`src/rtl/axi_line_master_if.sv`:
```
// AXI4 master-side bus bundle (AW/W/B/AR/R) used by axi_line_master.
// The master modport drives requests and ready signals; the slave modport is its mirror.
interface axi_line_master_if #(
  parameter int ADDR_WIDTH = 32,
  parameter int DATA_WIDTH = 32,
  parameter int ID_BITS    = 4,
  parameter int LEN_BITS   = 8,
  parameter int SIZE_BITS  = 3
);
  logic [ID_BITS-1:0]      awid;
  logic [ADDR_WIDTH-1:0]   awaddr;
  logic [LEN_BITS-1:0]     awlen;
  logic [SIZE_BITS-1:0]    awsize;
  logic [1:0]              awburst;
  logic                    awvalid;
  logic                    awready;

  logic [DATA_WIDTH-1:0]   wdata;
  logic [DATA_WIDTH/8-1:0] wstrb;
  logic                    wvalid;
  logic                    wlast;
  logic                    wready;

  logic [ID_BITS-1:0]      bid;
  logic [1:0]              bresp;
  logic                    bvalid;
  logic                    bready;

  logic [ID_BITS-1:0]      arid;
  logic [ADDR_WIDTH-1:0]   araddr;
  logic [LEN_BITS-1:0]     arlen;
  logic [SIZE_BITS-1:0]    arsize;
  logic [1:0]              arburst;
  logic                    arvalid;
  logic                    arready;

  logic [ID_BITS-1:0]      rid;
  logic [DATA_WIDTH-1:0]   rdata;
  logic [1:0]              rresp;
  logic                    rvalid;
  logic                    rlast;
  logic                    rready;

  modport master (
    output awid, awaddr, awlen, awsize, awburst, awvalid,
    input  awready,
    output wdata, wstrb, wvalid, wlast,
    input  wready,
    input  bid, bresp, bvalid,
    output bready,
    output arid, araddr, arlen, arsize, arburst, arvalid,
    input  arready,
    input  rid, rdata, rresp, rvalid, rlast,
    output rready
  );

  modport slave (
    input  awid, awaddr, awlen, awsize, awburst, awvalid,
    output awready,
    input  wdata, wstrb, wvalid, wlast,
    output wready,
    output bid, bresp, bvalid,
    input  bready,
    input  arid, araddr, arlen, arsize, arburst, arvalid,
    output arready,
    output rid, rdata, rresp, rvalid, rlast,
    input  rready
  );
endinterface

```
`src/rtl/axi_line_master.sv`:
```
// Cache-line request to AXI4 INCR burst engine with response/RLAST/ID error reporting.
// Optional watchdog enabled by defining AXI_TIMEOUT_EN (limit TIMEOUT_CYCLES).
module axi_line_master #(
  parameter int          ADDR_WIDTH     = 32,
  parameter int          DATA_WIDTH     = 32,
  parameter int          LINE_WIDTH     = 128,
  parameter int          ID_BITS        = 4,
  parameter int unsigned ID_VALUE       = 0,
  parameter int          LEN_BITS       = 8,
  parameter int          SIZE_BITS      = 3,
  parameter int          TIMEOUT_CYCLES = 1024
) (
  input  logic                  clk_i,
  input  logic                  rst_ni,
  input  logic [ADDR_WIDTH-1:0] addr_i,
  input  logic [LINE_WIDTH-1:0] wdata_i,
  input  logic                  we_i,
  input  logic                  cs_i,
  output logic                  handshaked_o,
  output logic [LINE_WIDTH-1:0] rdata_o,
  output logic                  rvalid_o,
  output logic                  done_o,
  output logic                  busy_o,
  output logic                  err_o,
  output logic [1:0]            err_code_o,
  axi_line_master_if.master     m
);
  localparam int BEATS = LINE_WIDTH / DATA_WIDTH;
  localparam int BW    = (BEATS > 1) ? $clog2(BEATS) : 1;
  localparam int OFFS  = $clog2(LINE_WIDTH / 8);
  localparam logic [BW-1:0]         LAST_BEAT = BW'(BEATS - 1);
  localparam logic [ADDR_WIDTH-1:0] ADDR_MASK = ~((ADDR_WIDTH'(1) << OFFS) - ADDR_WIDTH'(1));
  localparam logic [ID_BITS-1:0]    ID_EXP    = ID_BITS'(ID_VALUE);

  localparam logic [2:0] S_IDLE = 3'd0;
  localparam logic [2:0] S_AW   = 3'd1;
  localparam logic [2:0] S_W    = 3'd2;
  localparam logic [2:0] S_B    = 3'd3;
  localparam logic [2:0] S_AR   = 3'd4;
  localparam logic [2:0] S_R    = 3'd5;
  localparam logic [2:0] S_DONE = 3'd6;

  logic [2:0]            r_state;
  logic [ADDR_WIDTH-1:0] r_addr;
  logic [LINE_WIDTH-1:0] r_line;
  logic [LINE_WIDTH-1:0] r_rdata;
  logic                  r_we;
  logic                  r_err;
  logic [1:0]            r_err_code;
  logic [1:0]            r_acc;
  logic [BW-1:0]         r_beat;

  logic [DATA_WIDTH-1:0] w_slice [BEATS];
  logic [LINE_WIDTH-1:0] w_line_merged;
  logic                  w_last_beat;
  logic [1:0]            w_b_code;
  logic [1:0]            w_rbeat_code;
  logic [1:0]            w_r_code;
  logic                  w_tmo_hit;

  // Per-beat view of the line buffer, and the buffer with the current R beat merged in
  generate
    for (genvar gi = 0; gi < BEATS; gi++) begin : g_beat
      assign w_slice[gi] = r_line[gi*DATA_WIDTH +: DATA_WIDTH];
      assign w_line_merged[gi*DATA_WIDTH +: DATA_WIDTH] =
        (r_beat == BW'(gi)) ? m.rdata : r_line[gi*DATA_WIDTH +: DATA_WIDTH];
    end
  endgenerate

  assign w_last_beat  = (r_beat == LAST_BEAT);
  assign w_b_code     = (m.bresp != 2'b00) ? 2'b01 :
                        (m.bid != ID_EXP)  ? 2'b10 : 2'b00;
  assign w_rbeat_code = (m.rresp != 2'b00) ? 2'b01 :
                        ((m.rid != ID_EXP) || (m.rlast != w_last_beat)) ? 2'b10 : 2'b00;
  // The first beat that reported anything keeps its code for the whole burst
  assign w_r_code     = (r_acc != 2'b00) ? r_acc : w_rbeat_code;

`ifdef AXI_TIMEOUT_EN
  logic [31:0] r_tmo;
  logic        w_chan_state;
  logic        w_hs;

  assign w_chan_state = r_state inside {S_AW, S_W, S_B, S_AR, S_R};
  assign w_hs = (m.awvalid && m.awready) || (m.wvalid && m.wready) ||
                (m.bvalid && m.bready)   || (m.arvalid && m.arready) ||
                (m.rvalid && m.rready);
  assign w_tmo_hit = w_chan_state && !w_hs && (r_tmo == 32'(TIMEOUT_CYCLES - 1));

  // Every state change happens on a handshake, so clearing on handshakes covers both
  always_ff @(posedge clk_i or negedge rst_ni) begin
    if (!rst_ni) begin
      r_tmo <= '0;
    end else if (!w_chan_state || w_hs || w_tmo_hit) begin
      r_tmo <= '0;
    end else begin
      r_tmo <= r_tmo + 32'd1;
    end
  end
`else
  logic w_unused_tmo;
  assign w_tmo_hit    = 1'b0;
  assign w_unused_tmo = ^32'(TIMEOUT_CYCLES);
`endif

  always_ff @(posedge clk_i or negedge rst_ni) begin
    if (!rst_ni) begin
      r_state    <= S_IDLE;
      r_addr     <= '0;
      r_line     <= '0;
      r_rdata    <= '0;
      r_we       <= 1'b0;
      r_err      <= 1'b0;
      r_err_code <= 2'b00;
      r_acc      <= 2'b00;
      r_beat     <= '0;
    end else begin
      case (r_state)
        S_IDLE: begin
          if (cs_i) begin
            r_addr  <= addr_i & ADDR_MASK;
            r_line  <= we_i ? wdata_i : '0;
            r_we    <= we_i;
            r_acc   <= 2'b00;
            r_state <= we_i ? S_AW : S_AR;
          end
        end
        S_AW: begin
          if (m.awready) begin
            r_beat  <= '0;
            r_state <= S_W;
          end
        end
        S_W: begin
          if (m.wready) begin
            r_beat <= r_beat + 1'b1;
            if (w_last_beat) r_state <= S_B;
          end
        end
        S_B: begin
          if (m.bvalid) begin
            r_err_code <= w_b_code;
            r_err      <= (w_b_code != 2'b00);
            r_state    <= S_DONE;
          end
        end
        S_AR: begin
          if (m.arready) begin
            r_beat  <= '0;
            r_state <= S_R;
          end
        end
        S_R: begin
          if (m.rvalid) begin
            r_line <= w_line_merged;
            r_beat <= r_beat + 1'b1;
            r_acc  <= w_r_code;
            if (w_last_beat || m.rlast) begin
              r_rdata    <= w_line_merged;
              r_err_code <= w_r_code;
              r_err      <= (w_r_code != 2'b00);
              r_state    <= S_DONE;
            end
          end
        end
        S_DONE:  r_state <= S_IDLE;
        default: r_state <= S_IDLE;
      endcase

      if (w_tmo_hit) begin
        r_err      <= 1'b1;
        r_err_code <= 2'b11;
        r_state    <= S_DONE;
        if (!r_we) r_rdata <= r_line;
      end
    end
  end

  assign handshaked_o = rst_ni && (r_state == S_IDLE) && cs_i;
  assign busy_o       = (r_state != S_IDLE);
  assign done_o       = (r_state == S_DONE);
  assign rvalid_o     = (r_state == S_DONE) && !r_we;
  assign rdata_o      = r_rdata;
  assign err_o        = r_err;
  assign err_code_o   = r_err_code;

  assign m.awid    = ID_EXP;
  assign m.awaddr  = r_addr;
  assign m.awlen   = LEN_BITS'(BEATS - 1);
  assign m.awsize  = SIZE_BITS'($clog2(DATA_WIDTH / 8));
  assign m.awburst = 2'b01;
  assign m.awvalid = (r_state == S_AW);

  assign m.wdata   = w_slice[r_beat];
  assign m.wstrb   = '1;
  assign m.wvalid  = (r_state == S_W);
  assign m.wlast   = (r_state == S_W) && w_last_beat;

  assign m.bready  = (r_state == S_B);

  assign m.arid    = ID_EXP;
  assign m.araddr  = r_addr;
  assign m.arlen   = LEN_BITS'(BEATS - 1);
  assign m.arsize  = SIZE_BITS'($clog2(DATA_WIDTH / 8));
  assign m.arburst = 2'b01;
  assign m.arvalid = (r_state == S_AR);

  assign m.rready  = (r_state == S_R);
endmodule

```
`src/flat_wrapper.sv`:
```
// flat-port wrapper written by rule: the top's interface ports become plain ports
module axi_line_master_flat 
#(
  parameter int          ADDR_WIDTH     = 32,
  parameter int          DATA_WIDTH     = 32,
  parameter int          LINE_WIDTH     = 128,
  parameter int          ID_BITS        = 4,
  parameter int unsigned ID_VALUE       = 0,
  parameter int          LEN_BITS       = 8,
  parameter int          SIZE_BITS      = 3,
  parameter int          TIMEOUT_CYCLES = 1024
)
  (clk_i, rst_ni, addr_i, wdata_i, we_i, cs_i, handshaked_o, rdata_o, rvalid_o, done_o, busy_o, err_o, err_code_o, m_awid, m_awaddr, m_awlen, m_awsize, m_awburst, m_awvalid, m_awready, m_wdata, m_wstrb, m_wvalid, m_wlast, m_wready, m_bid, m_bresp, m_bvalid, m_bready, m_arid, m_araddr, m_arlen, m_arsize, m_arburst, m_arvalid, m_arready, m_rid, m_rdata, m_rresp, m_rvalid, m_rlast, m_rready);
  axi_line_master_if #(.ADDR_WIDTH(ADDR_WIDTH), .DATA_WIDTH(DATA_WIDTH), .ID_BITS(ID_BITS), .LEN_BITS(LEN_BITS), .SIZE_BITS(SIZE_BITS)) m_i ();
  input  logic clk_i;
  input  logic rst_ni;
  input  logic [ADDR_WIDTH-1:0] addr_i;
  input  logic [LINE_WIDTH-1:0] wdata_i;
  input  logic we_i;
  input  logic cs_i;
  output logic handshaked_o;
  output logic [LINE_WIDTH-1:0] rdata_o;
  output logic rvalid_o;
  output logic done_o;
  output logic busy_o;
  output logic err_o;
  output logic [1:0] err_code_o;
  output wire logic [$bits(m_i.awid)-1:0] m_awid;
  output wire logic [$bits(m_i.awaddr)-1:0] m_awaddr;
  output wire logic [$bits(m_i.awlen)-1:0] m_awlen;
  output wire logic [$bits(m_i.awsize)-1:0] m_awsize;
  output wire logic [$bits(m_i.awburst)-1:0] m_awburst;
  output wire logic [$bits(m_i.awvalid)-1:0] m_awvalid;
  input wire logic [$bits(m_i.awready)-1:0] m_awready;
  output wire logic [$bits(m_i.wdata)-1:0] m_wdata;
  output wire logic [$bits(m_i.wstrb)-1:0] m_wstrb;
  output wire logic [$bits(m_i.wvalid)-1:0] m_wvalid;
  output wire logic [$bits(m_i.wlast)-1:0] m_wlast;
  input wire logic [$bits(m_i.wready)-1:0] m_wready;
  input wire logic [$bits(m_i.bid)-1:0] m_bid;
  input wire logic [$bits(m_i.bresp)-1:0] m_bresp;
  input wire logic [$bits(m_i.bvalid)-1:0] m_bvalid;
  output wire logic [$bits(m_i.bready)-1:0] m_bready;
  output wire logic [$bits(m_i.arid)-1:0] m_arid;
  output wire logic [$bits(m_i.araddr)-1:0] m_araddr;
  output wire logic [$bits(m_i.arlen)-1:0] m_arlen;
  output wire logic [$bits(m_i.arsize)-1:0] m_arsize;
  output wire logic [$bits(m_i.arburst)-1:0] m_arburst;
  output wire logic [$bits(m_i.arvalid)-1:0] m_arvalid;
  input wire logic [$bits(m_i.arready)-1:0] m_arready;
  input wire logic [$bits(m_i.rid)-1:0] m_rid;
  input wire logic [$bits(m_i.rdata)-1:0] m_rdata;
  input wire logic [$bits(m_i.rresp)-1:0] m_rresp;
  input wire logic [$bits(m_i.rvalid)-1:0] m_rvalid;
  input wire logic [$bits(m_i.rlast)-1:0] m_rlast;
  output wire logic [$bits(m_i.rready)-1:0] m_rready;
  assign m_awid = m_i.awid;
  assign m_awaddr = m_i.awaddr;
  assign m_awlen = m_i.awlen;
  assign m_awsize = m_i.awsize;
  assign m_awburst = m_i.awburst;
  assign m_awvalid = m_i.awvalid;
  assign m_i.awready = m_awready;
  assign m_wdata = m_i.wdata;
  assign m_wstrb = m_i.wstrb;
  assign m_wvalid = m_i.wvalid;
  assign m_wlast = m_i.wlast;
  assign m_i.wready = m_wready;
  assign m_i.bid = m_bid;
  assign m_i.bresp = m_bresp;
  assign m_i.bvalid = m_bvalid;
  assign m_bready = m_i.bready;
  assign m_arid = m_i.arid;
  assign m_araddr = m_i.araddr;
  assign m_arlen = m_i.arlen;
  assign m_arsize = m_i.arsize;
  assign m_arburst = m_i.arburst;
  assign m_arvalid = m_i.arvalid;
  assign m_i.arready = m_arready;
  assign m_i.rid = m_rid;
  assign m_i.rdata = m_rdata;
  assign m_i.rresp = m_rresp;
  assign m_i.rvalid = m_rvalid;
  assign m_i.rlast = m_rlast;
  assign m_rready = m_i.rready;
  axi_line_master #(.ADDR_WIDTH(ADDR_WIDTH), .DATA_WIDTH(DATA_WIDTH), .LINE_WIDTH(LINE_WIDTH), .ID_BITS(ID_BITS), .ID_VALUE(ID_VALUE), .LEN_BITS(LEN_BITS), .SIZE_BITS(SIZE_BITS), .TIMEOUT_CYCLES(TIMEOUT_CYCLES)) u_core (.clk_i(clk_i), .rst_ni(rst_ni), .addr_i(addr_i), .wdata_i(wdata_i), .we_i(we_i), .cs_i(cs_i), .handshaked_o(handshaked_o), .rdata_o(rdata_o), .rvalid_o(rvalid_o), .done_o(done_o), .busy_o(busy_o), .err_o(err_o), .err_code_o(err_code_o), .m(m_i));
endmodule
```
`config.mk`:
```
export PLATFORM = sky130hd
export DESIGN_NAME = axi_line_master_flat
export DESIGN_NICKNAME = d
export VERILOG_FILES = /design/src/rtl/axi_line_master_if.sv /design/src/rtl/axi_line_master.sv /design/src/flat_wrapper.sv
export SDC_FILE = /design/constraint.sdc
export NUM_CORES = 1
export LEC_CHECK = 0
export BUFFER_PORTS_ARGS = -buffer_cell sky130_fd_sc_hd__buf_2
export CAP_MARGIN = 20
export CORE_MARGIN = 2
export CORE_UTILIZATION = 41
export DETAILED_ROUTE_END_ITERATION = 12
export PLACE_DENSITY_LB_ADDON = 0.1
export SYNTH_ARGS = -nofsm -noshare
export SYNTH_HDL_FRONTEND = slang
export SYNTH_SLANG_ARGS = --single-unit
export TNS_END_PERCENT = 30
```
`constraint.sdc`:
```
create_clock -name clk_i -period 2.2 [get_ports clk_i]
set_clock_uncertainty 0.05 [all_clocks]
set_input_delay 0.44 -clock clk_i [delete_from_list [all_inputs] [get_ports clk_i]]
set_output_delay 0.44 -clock clk_i [all_outputs]
set_load 0.02 [all_outputs]
```
==> flow_summary.yaml, run 1 <==
floorplan:
  die_width_um: 197
  rows: 70
  die_h_um: 197
  fp.coreArea_um2: 36600
  start_util_pct: 41.6
  die_area_um2: 38700
  io_pins: 489
layout:
  fillCellCount: 3460
  utilization_pct: 52.5
  final_layout_size_suffix_gt1_share_pct: 34.0
  areaGrowthSynthToFinish_pct: 26.1
  nets: 2096
status:
  status: "finished, violations left"
  violations: "negative setup slack"
detailed_routing:
  drtPass1Iterations: 5
  dr.first_iter.drc_count: 740
  wirelength_mm: 51.5
  vias: 13000
  ant_nets: 0
  vias_per_cell: 5.47
  wire_per_inst_um: 21.6
  drc: 0
setup_path:
  crit_type: "reg2out"
  startpoint_type: "register"
  crit_start: "u_core.r_beat[0]"
  reg2reg_slack_ns: -0.09
  rr_worst_depth: 8
  r2r-end: "u_core.err_o"
  critPathArrivalTime_ns: 1.92
  endpoint_kind: "primary output"
  cp_max_fo: 7
  timing.rr.start: "u_core.r_beat[0]"
  crit_end: "m_wdata[25]"
  required_ns: 1.71
synth:
  yosysTopAreaCellShare_pct: 48.4
  yosys.area.top_type: "dfrtp_1"
  synth-xor-area-share_pct: 0
  synth-edff-count: 0
  synthSimpleGateAreaFrac_pct: 11.3
  netlist_top_cells_count: "dfrtp_1 (295), nand2_1 (259), o21ai_1 (208), mux2i_1 (129), and3_1 (83)"
  synth-compound-area-share_pct: 15.4
  synth_mux_area_share_pct: 15.8
  ys_types: 52
  syn_area_per_cell_um2: 10.1
  synth-main-ff-cell: "dfrtp_1"
  synthCells: 1513
  yosysWarnings: 0
  synth_most_common_cell: "dfrtp_1"
  synth-async-reset-ratio_pct: 100
  synth_fa_ha_area_share_pct: 0.410
  synth_area_um2: 15200
  synth_top_family_by_area: "multiplexers"
  ys_seq_area_share_pct: 48.4
  synth_seq_cells: 295
  synth_area_leaders: "dfrtp_1 (48%), mux2i_1 (8.5%), o21ai_1 (6.8%), nand2_1 (6.4%), mux4_2 (4.7%)"
clocking:
  cts_made_buffers: 37
  path_clk_slew_ns: 0.06
  clock_latency_ns: 0.53
  cts_sinks: 295
  cts_tree: "done"
  clockBufferDepth: 3
  h-tree-depth: 2
  root_buffer: "clkbuf_16"
pwr:
  peakVddDrop_mv: 0.592
  p_leak_nw: 9.39
  p_per_area_nw_per_um2: 1580
  power_mw: 30.4
grt:
  met2_usage_pct: 42.9
  grt.overflow.total: 0
  grt_max_degree: 155
  grtUsageMet1_pct: 34.9
  grt_pass1_wl_mm: 78.7
  grt_busiest_layer: "met2"
  grt_pass1_vias: 13000
  grt_usage_pct: 26.4
  use_met3_pct: 7.27
  antenna_found_initial: 13
timing:
  setup_viol: 65
  finalMaxSlewViolations: 0
  fmax_mhz: 414
  worstMarginPinSlew_ns: 0.861
  min_period_over_period_pct: 110
  rsz0062_at_grt: "true"
  hold_viol_final: 0
  relSlewSlack_pct: 42.6
  period_minus_slack_ns: 2.41
  fin_ws_ns: -0.214
flow_run:
  drv_cap: 0
place:
  hpwl_mm: 33.4
  gp_congestion: 0.810
  pre_cts_ws_ns: 0.0562
  io_buffers: 438
worst_hold_path:
  hp-class: "in2reg"
-- how the worst min path moves through the flow --
stage / startpoint / endpoint / slack, ns / depth (start not counted)
global placement: u_core.rdata_o[5] / u_core.rdata_o[5] / 0.41 / 2
CTS: addr_i[11] / u_core.m.araddr[11] / 0.07 / 2
finish: addr_i[11] / u_core.m.araddr[11] / 0.1 / 2
detailed placement: u_core.rdata_o[44] / u_core.rdata_o[44] / 0.42 / 2
floorplan: rst_ni / u_core.err_code_o[0] / 0.09 / 0
global route: addr_i[9] / u_core.m.araddr[9] / 0.08 / 2
-- power breakdown --
| part | switching [mW] | internal, mW |
|---|---|---|
| Sequential | 1.65 | 7.87 |
| Combinational | 8.96 | 5.96 |
| Clock | 2.37 | 3.61 |
-- routing by layer --
| metal | share of wire (%) | vias up |
|---|---|---|
| li1 | - | 6028 |
| met1 | 42 | 6412 |
| met2 | 47 | 489 |
| met3 | 8.2 | 84 |
| met4 | 2.1 | 16 |
| met5 | 0.22 | - |
-- area by class of cell --
| cell class | instances | area, um^2 | share of cell area (%) |
|---|---|---|---|
| Tap cell | 468 | 586 | 3.05 |
| Clock buffer | 57 | 1110 | 5.79 |
| Antenna cell | 7 | 17.5 | 0.0911 |
| Sequential cell | 295 | 7390 | 38.4 |
| Clock inverter | 10 | 81.3 | 0.423 |
| Timing Repair Buffer | 501 | 3200 | 16.6 |
| Multi-Input combinational cell | 1034 | 6800 | 35.4 |
| Inverter | 8 | 46.3 | 0.241 |
-- kinds of logic after synthesis --
group                      after synthesis
DFF                                    295
AOI/OAI and AO/OA                      409
muxes                                  195
buffers and inverters                  228
and+or+nand+nor                        379
other                                    2
adders and majority gates                5
-- through the flow --
stage	area, um^2	hold WS [ns]	setup TNS (ns)	cells
final	19200	0.0981	-6.61	2380
after global routing	19200	0.0769	-11.50	2376
after CTS	19100	0.0748	-8.19	2374
after detailed placement	17600	0.420	0	2293
after global placement	17600	0.412	0	2293
after floorplan	15400	0.0944	-10.55	1557
-- registers in the layout, indices dropped and copies added (netlist names) --
name and count:
u_core.err_code_o 2, u_core.err_o 1, u_core.m.araddr 28, u_core.r_acc 2, u_core.r_beat 2, u_core.r_line 128, u_core.r_state 3, u_core.r_we 1
u_core.rdata_o 128
-- critical path: stages (launching register included) --
cell	delay, ns
dfrtp_2	0.45
buf_12	0.14
buf_16	0.14
mux4_2	0.51
buf_6	0.15
-- cells in the final DEF, fill, tap and decap left out, types with 3 or more instances in the layout --
cell / n
buf_2: 405
dfrtp_1: 292
nand2_1: 259
o21ai_1: 208
mux2i_1: 129
and3_1: 83
a31oi_1: 80
a22oi_1: 50
o21ai_0: 48
conb_1: 46
clkbuf_16: 39
buf_4: 36
buf_6: 35
mux4_2: 32
mux2_2: 31
buf_12: 21
clkbuf_1: 11
diode_2: 7
nor2_1: 7
clkinv_2: 7
clkbuf_8: 7
inv_1: 6
nand4_1: 5
ha_4: 5
nor3_1: 4
a21o_2: 4
and2_1: 4
dfrtp_2: 3
-- what timing repair did --
| action | in CTS | in global routing |
|---|---|---|
| hold buffers | 1 | 0 |
| pin swaps | 2 | 4 |
| gates cloned | 4 | 0 |
| gates resized for setup | 40 | 45 |
| buffers inserted | 9 | 2 |
| hold endpoints to repair | 44 | 0 |
| setup endpoints to repair | 38 | 114 |
Note: power is estimated with default switching activity, not from simulation.
==> run 2, diff against run 1 <==
--- a/config.mk
+++ b/config.mk
@@ -6,11 +6,12 @@
 export NUM_CORES = 1
 export LEC_CHECK = 0
 export BUFFER_PORTS_ARGS = -buffer_cell sky130_fd_sc_hd__buf_2
-export CAP_MARGIN = 20
+export CAP_MARGIN = 0
 export CORE_MARGIN = 2
 export CORE_UTILIZATION = 41
 export DETAILED_ROUTE_END_ITERATION = 12
 export PLACE_DENSITY_LB_ADDON = 0.1
+export REMOVE_ABC_BUFFERS = 1
 export SYNTH_ARGS = -nofsm -noshare
 export SYNTH_HDL_FRONTEND = slang
 export SYNTH_SLANG_ARGS = --single-unit
==> flow_summary.yaml, run 2 (synthesized netlist as in run 1, its figures left out) <==
floorplan:
  die_area_um2: 38700
  fp.coreArea_um2: 36600
  rows: 70
  die_h_um: 197
  start_util_pct: 41.6
  io_pins: 489
  die_width_um: 197
clocking:
  cts_made_buffers: 35
  clockBufferDepth: 3
  clock_latency_ns: 0.53
  root_buffer: "clkbuf_16"
  path_clk_slew_ns: 0.06
  h-tree-depth: 2
  cts_tree: "done"
  cts_sinks: 295
timing:
  fin_ws_ns: -0.215
  finalMaxSlewViolations: 0
  worstMarginPinSlew_ns: 0.808
  fmax_mhz: 414
  hold_viol_final: 0
  rsz0062_at_grt: "true"
  period_minus_slack_ns: 2.42
  min_period_over_period_pct: 110
  setup_viol: 39
  relSlewSlack_pct: 46.1
grt:
  antenna_found_initial: 9
  grt_pass1_vias: 12900
  grt_usage_pct: 27.2
  met2_usage_pct: 44.8
  use_met3_pct: 5.37
  grt.overflow.total: 0
  grtUsageMet1_pct: 35.9
  grt_pass1_wl_mm: 80.2
  grt_busiest_layer: "met2"
  grt_max_degree: 108
place:
  hpwl_mm: 35.0
  pre_cts_ws_ns: 0.0143
  io_buffers: 438
  gp_congestion: 0.870
pwr:
  p_per_area_nw_per_um2: 1600
  p_switching_mw: 13.2
  peakVddDrop_mv: 0.849
  p_leak_nw: 9.38
  switching_share_pct: 43.1
  p_clk_share_pct: 19.8
  p_seq_share_pct: 31.0
  internal-power_mw: 17.5
  p_comb_share_pct: 49.2
setup_path:
  startpoint_type: "register"
  endpoint_kind: "primary output"
  required_ns: 1.71
  cp_max_fo: 9
  crit_type: "reg2out"
  critPathArrivalTime_ns: 1.93
status:
  status: "finished, violations left"
  violations: "negative setup slack"
detailed_routing:
  vias_per_cell: 5.55
  wire_per_inst_um: 22.9
  drc: 0
  ant_nets: 0
  dr.first_iter.drc_count: 929
  drtPass1Iterations: 6
  vias: 13200
  wirelength_mm: 54.3
layout:
  layout_commonest_cell: "buf_2"
  final_layout_size_suffix_gt1_share_pct: 34.5
  final_cell_mix: "buf_2 (409), dfrtp_1 (293), nand2_1 (259)"
  areaGrowthSynthToFinish_pct: 26.3
  nets: 2097
  utilization_pct: 52.6
worst_hold_path:
  hp-class: "in2reg"
flow_run:
  drv_cap: 0
-- run 2: cell types whose count changed in the layout (fill, tap and decap cells not counted), moves of 2 or more --
cell       previous run  this run
buf_2               405       409
and3_4                0         2
buf_16                1         3
and2_4                1         3
buf_12               21        15
and3_1               83        80
clkbuf_1             11         6
nor3_2                1         3
buf_8                 1         4
bufinv_16             1         4
inv_1                 6         4
clkinv_2              7         4
-- run 2: repair_timing --
action,CTS,global route
setup endpoints to repair,40,92
buffers inserted,1,5
hold endpoints to repair,53,0
pin swaps,4,0
gates resized for setup,68,31
hold buffers,1,0
cloned,2,3
-- run 2: power by group through the flow --
stage	sequential, mW	combinational (mW)	clock, mW
after CTS	9.53	14.7	6.21
after global routing	9.84	16.3	6.42
after floorplan	11.6	6.57	0
final	9.55	15.1	6.09
after global placement	9.50	14.0	0
after detailed placement	9.58	14.1	0
-- run 2: per-layer routing --
layer | vias up | share of wire, %
li1 | 6031 | -
met1 | 6472 | 41
met2 | 593 | 48
met3 | 99 | 7.5
met4 | 2 | 3.1
met5 | - | 0.017
-- run 2: stage by stage --
| stage | hold WS, ns | power (mW) | area, um^2 | cells | TNS [ns] |
|---|---|---|---|---|---|
| after CTS | 0.0617 | 30.5 | 19000 | 2361 | -7.77 |
| after detailed placement | 0.420 | 23.7 | 17500 | 2297 | 0 |
| after global routing | 0.0745 | 32.5 | 19200 | 2373 | -8.65 |
| after floorplan | 0.0944 | 18.1 | 14100 | 1337 | -946.06 |
| after global placement | 0.411 | 23.5 | 17500 | 2297 | 0 |
| final | 0.0811 | 30.8 | 19200 | 2376 | -6.24 |
-- run 2: final timing paths --
path | startpoint | endpoint | slack [ns] | cells past startpoint
max in group asynchronous | rst_ni | u_core.rdata_o[104] | 0.77 | 4
max reg2reg | u_core.r_beat[0] | u_core.err_o | -0.08 | 8
min reg2reg | u_core.rdata_o[90] | u_core.rdata_o[90] | 0.43 | 2
max | u_core.r_beat[0] | m_wdata[26] | -0.22 | 4
min | addr_i[10] | u_core.m.araddr[10] | 0.08 | 2
min in group asynchronous | rst_ni | u_core.rdata_o[95] | 0.50 | 3
-- run 2: final cells by class --
cell class	instances	area, um^2
clock buffer	49	1020
multi-input combinational	1034	6810
timing repair buffer	504	3220
clock inverter	11	174
fill	3406	17400
inverter	8	41.3
tap	468	586
sequential	295	7380
antenna	7	17.5
-- run 2: worst max-delay path, stage by stage (launching register included) --
cell	delay, ns
dfrtp_2	0.39
buf_12	0.15
buf_16	0.17
mux4_2	0.52
buf_2	0.17
==> run 3, diff against run 2 <==
--- a/config.mk
+++ b/config.mk
@@ -10,7 +10,8 @@
 export CORE_MARGIN = 2
 export CORE_UTILIZATION = 41
 export DETAILED_ROUTE_END_ITERATION = 12
-export PLACE_DENSITY_LB_ADDON = 0.1
+export GPL_ROUTABILITY_DRIVEN = 0
+export PLACE_DENSITY = 0.67
 export REMOVE_ABC_BUFFERS = 1
 export SYNTH_ARGS = -nofsm -noshare
 export SYNTH_HDL_FRONTEND = slang
==> constraint.sdc (replaced) <==
create_clock -name clk_i -period 3.1 [get_ports clk_i]
set_clock_uncertainty 0.05 [all_clocks]
set_input_delay 0.62 -clock clk_i [delete_from_list [all_inputs] [get_ports clk_i]]
set_output_delay 0.62 -clock clk_i [all_outputs]
set_load 0.02 [all_outputs]
==> flow_summary.yaml, run 3 (synthesized netlist as in run 1, its figures left out) <==
status:
  status: "completed"
setup_path:
  cp_max_fo: 23
  critPathArrivalTime_ns: 2.21
  endpoint_kind: "primary output"
  reg2reg_slack_ns: 0.49
  crit_type: "reg2out"
  startpoint_type: "register"
  required_ns: 2.43
detailed_routing:
  wire_per_inst_um: 22.3
  vias: 13200
  wirelength_mm: 52.4
  dr.first_iter.drc_count: 950
  drtPass1Iterations: 7
  drc: 0
  vias_per_cell: 5.62
  ant_nets: 0
floorplan:
  start_util_pct: 41.6
  rows: 70
  fp.coreArea_um2: 36600
  die_h_um: 197
  io_pins: 489
  die_area_um2: 38700
  die_width_um: 197
clocking:
  post_cts_buffers: 0
  h-tree-depth: 2
  clockBufferDepth: 3
  path_clk_slew_ns: 0.06
  cts_sinks: 295
  cts_made_buffers: 36
  root_buffer: "clkbuf_16"
  clock_latency_ns: 0.53
  cts_tree: "done"
flow_run:
  drv_cap: 0
timing:
  tns_ns: 0
  min_period_over_period_pct: 93.0
  relSlewSlack_pct: 28.4
  setup_viol: 0
  finalMaxSlewViolations: 0
  rsz0062_at_grt: "false"
  whs_ns: 0.266
  fmax_mhz: 347
  hold_viol_final: 0
  period_minus_slack_ns: 2.88
  worstMarginPinSlew_ns: 1.07
grt:
  antenna_found_initial: 16
  met2_usage_pct: 44.5
  grt.overflow.total: 0
  grt_busiest_layer: "met2"
  grt_max_degree: 168
  grt_usage_pct: 26.6
  grtUsageMet1_pct: 33.5
  grt_pass1_wl_mm: 78.6
  grt_pass1_vias: 13000
  use_met3_pct: 5.07
layout:
  layout_commonest_cell: "buf_2"
  design_area_um2: 18600
  nets: 2066
  final_cell_mix: "buf_2 (437), dfrtp_1 (293), nand2_1 (259)"
  final_layout_size_suffix_gt1_share_pct: 32.8
  areaGrowthSynthToFinish_pct: 21.8
pwr:
  peakVddDrop_mv: 0.640
  power_mw: 21.0
  p_leak_nw: 9.11
  p_per_area_nw_per_um2: 1130
place:
  placed_area_um2: 17300
  hpwl_mm: 34.8
  io_buffers: 438
worst_hold_path:
  hp-class: "in2reg"
-- run 3: cell count changes in the layout (fill, tap and decap cells not counted), moves of 5 or more --
cell / change
buf_2: +28
buf_12: -7
buf_6: -34
buf_4: -10
diode_2: +5
-- run 3: stage by stage --
step	setup WS, ns	std cells	util [%]
after floorplan	-4.44	1337	-
after global placement	0.580	2276	47.3
after detailed placement	0.498	2276	47.3
after CTS	0.210	2339	50.6
after global routing	0.179	2349	50.7
final	0.218	2351	50.7
-- run 3: worst max-delay path: stages (launching register included) --
cell and delay [ns]:
dfrtp_2 0.39, buf_4 0.48, mux4_2 0.64, buf_2 0.19
-- run 3: area by class of cell --
| cell class | count | area, um^2 |
|---|---|---|
| inverters | 8 | 30.0 |
| flip-flops and latches | 295 | 7380 |
| fillers | 3453 | 18000 |
| diodes | 12 | 30.0 |
| multi-input cells | 1034 | 6770 |
| clock buffers | 47 | 1000 |
| repair buffers | 472 | 2560 |
| well taps | 468 | 586 |
| clock inverters | 15 | 203 |
-- run 3: power by group --
part	internal [mW]	leakage [nW]	switching, mW
Clock	2.62	0.589	1.73
Sequential	5.59	3.74	1.17
Combinational	3.54	4.78	6.31
Total	11.7	9.11	9.21
-- run 3: worst paths after layout --
kind / cells after the start / end / startpoint
setup / recovery: 3 / m_wdata[9] / u_core.r_beat[1]
hold / removal: 2 / u_core.m.araddr[28] / addr_i[28]
setup reg to reg: 7 / u_core.r_line[11] / u_core.r_beat[0]
hold reg to reg: 2 / u_core.rdata_o[25] / u_core.rdata_o[25]
max in group asynchronous: 3 / u_core.r_line[26] / rst_ni
min in group asynchronous: 2 / u_core.rdata_o[127] / rst_ni
-- run 3: what timing repair did --
item,4_1_cts,5_1_grt
hold endpoints to repair,3,0
setup endpoints to repair,0,0
gates resized for setup,0,0
hold buffers,1,0
-- run 3: routing by layer --
layer | routed length, um | up-vias
li1 | - | 5971
met1 | 20400 | 6474
met2 | 25700 | 644
met3 | 4130 | 113
met4 | 2220 | 4
met5 | 27 | -
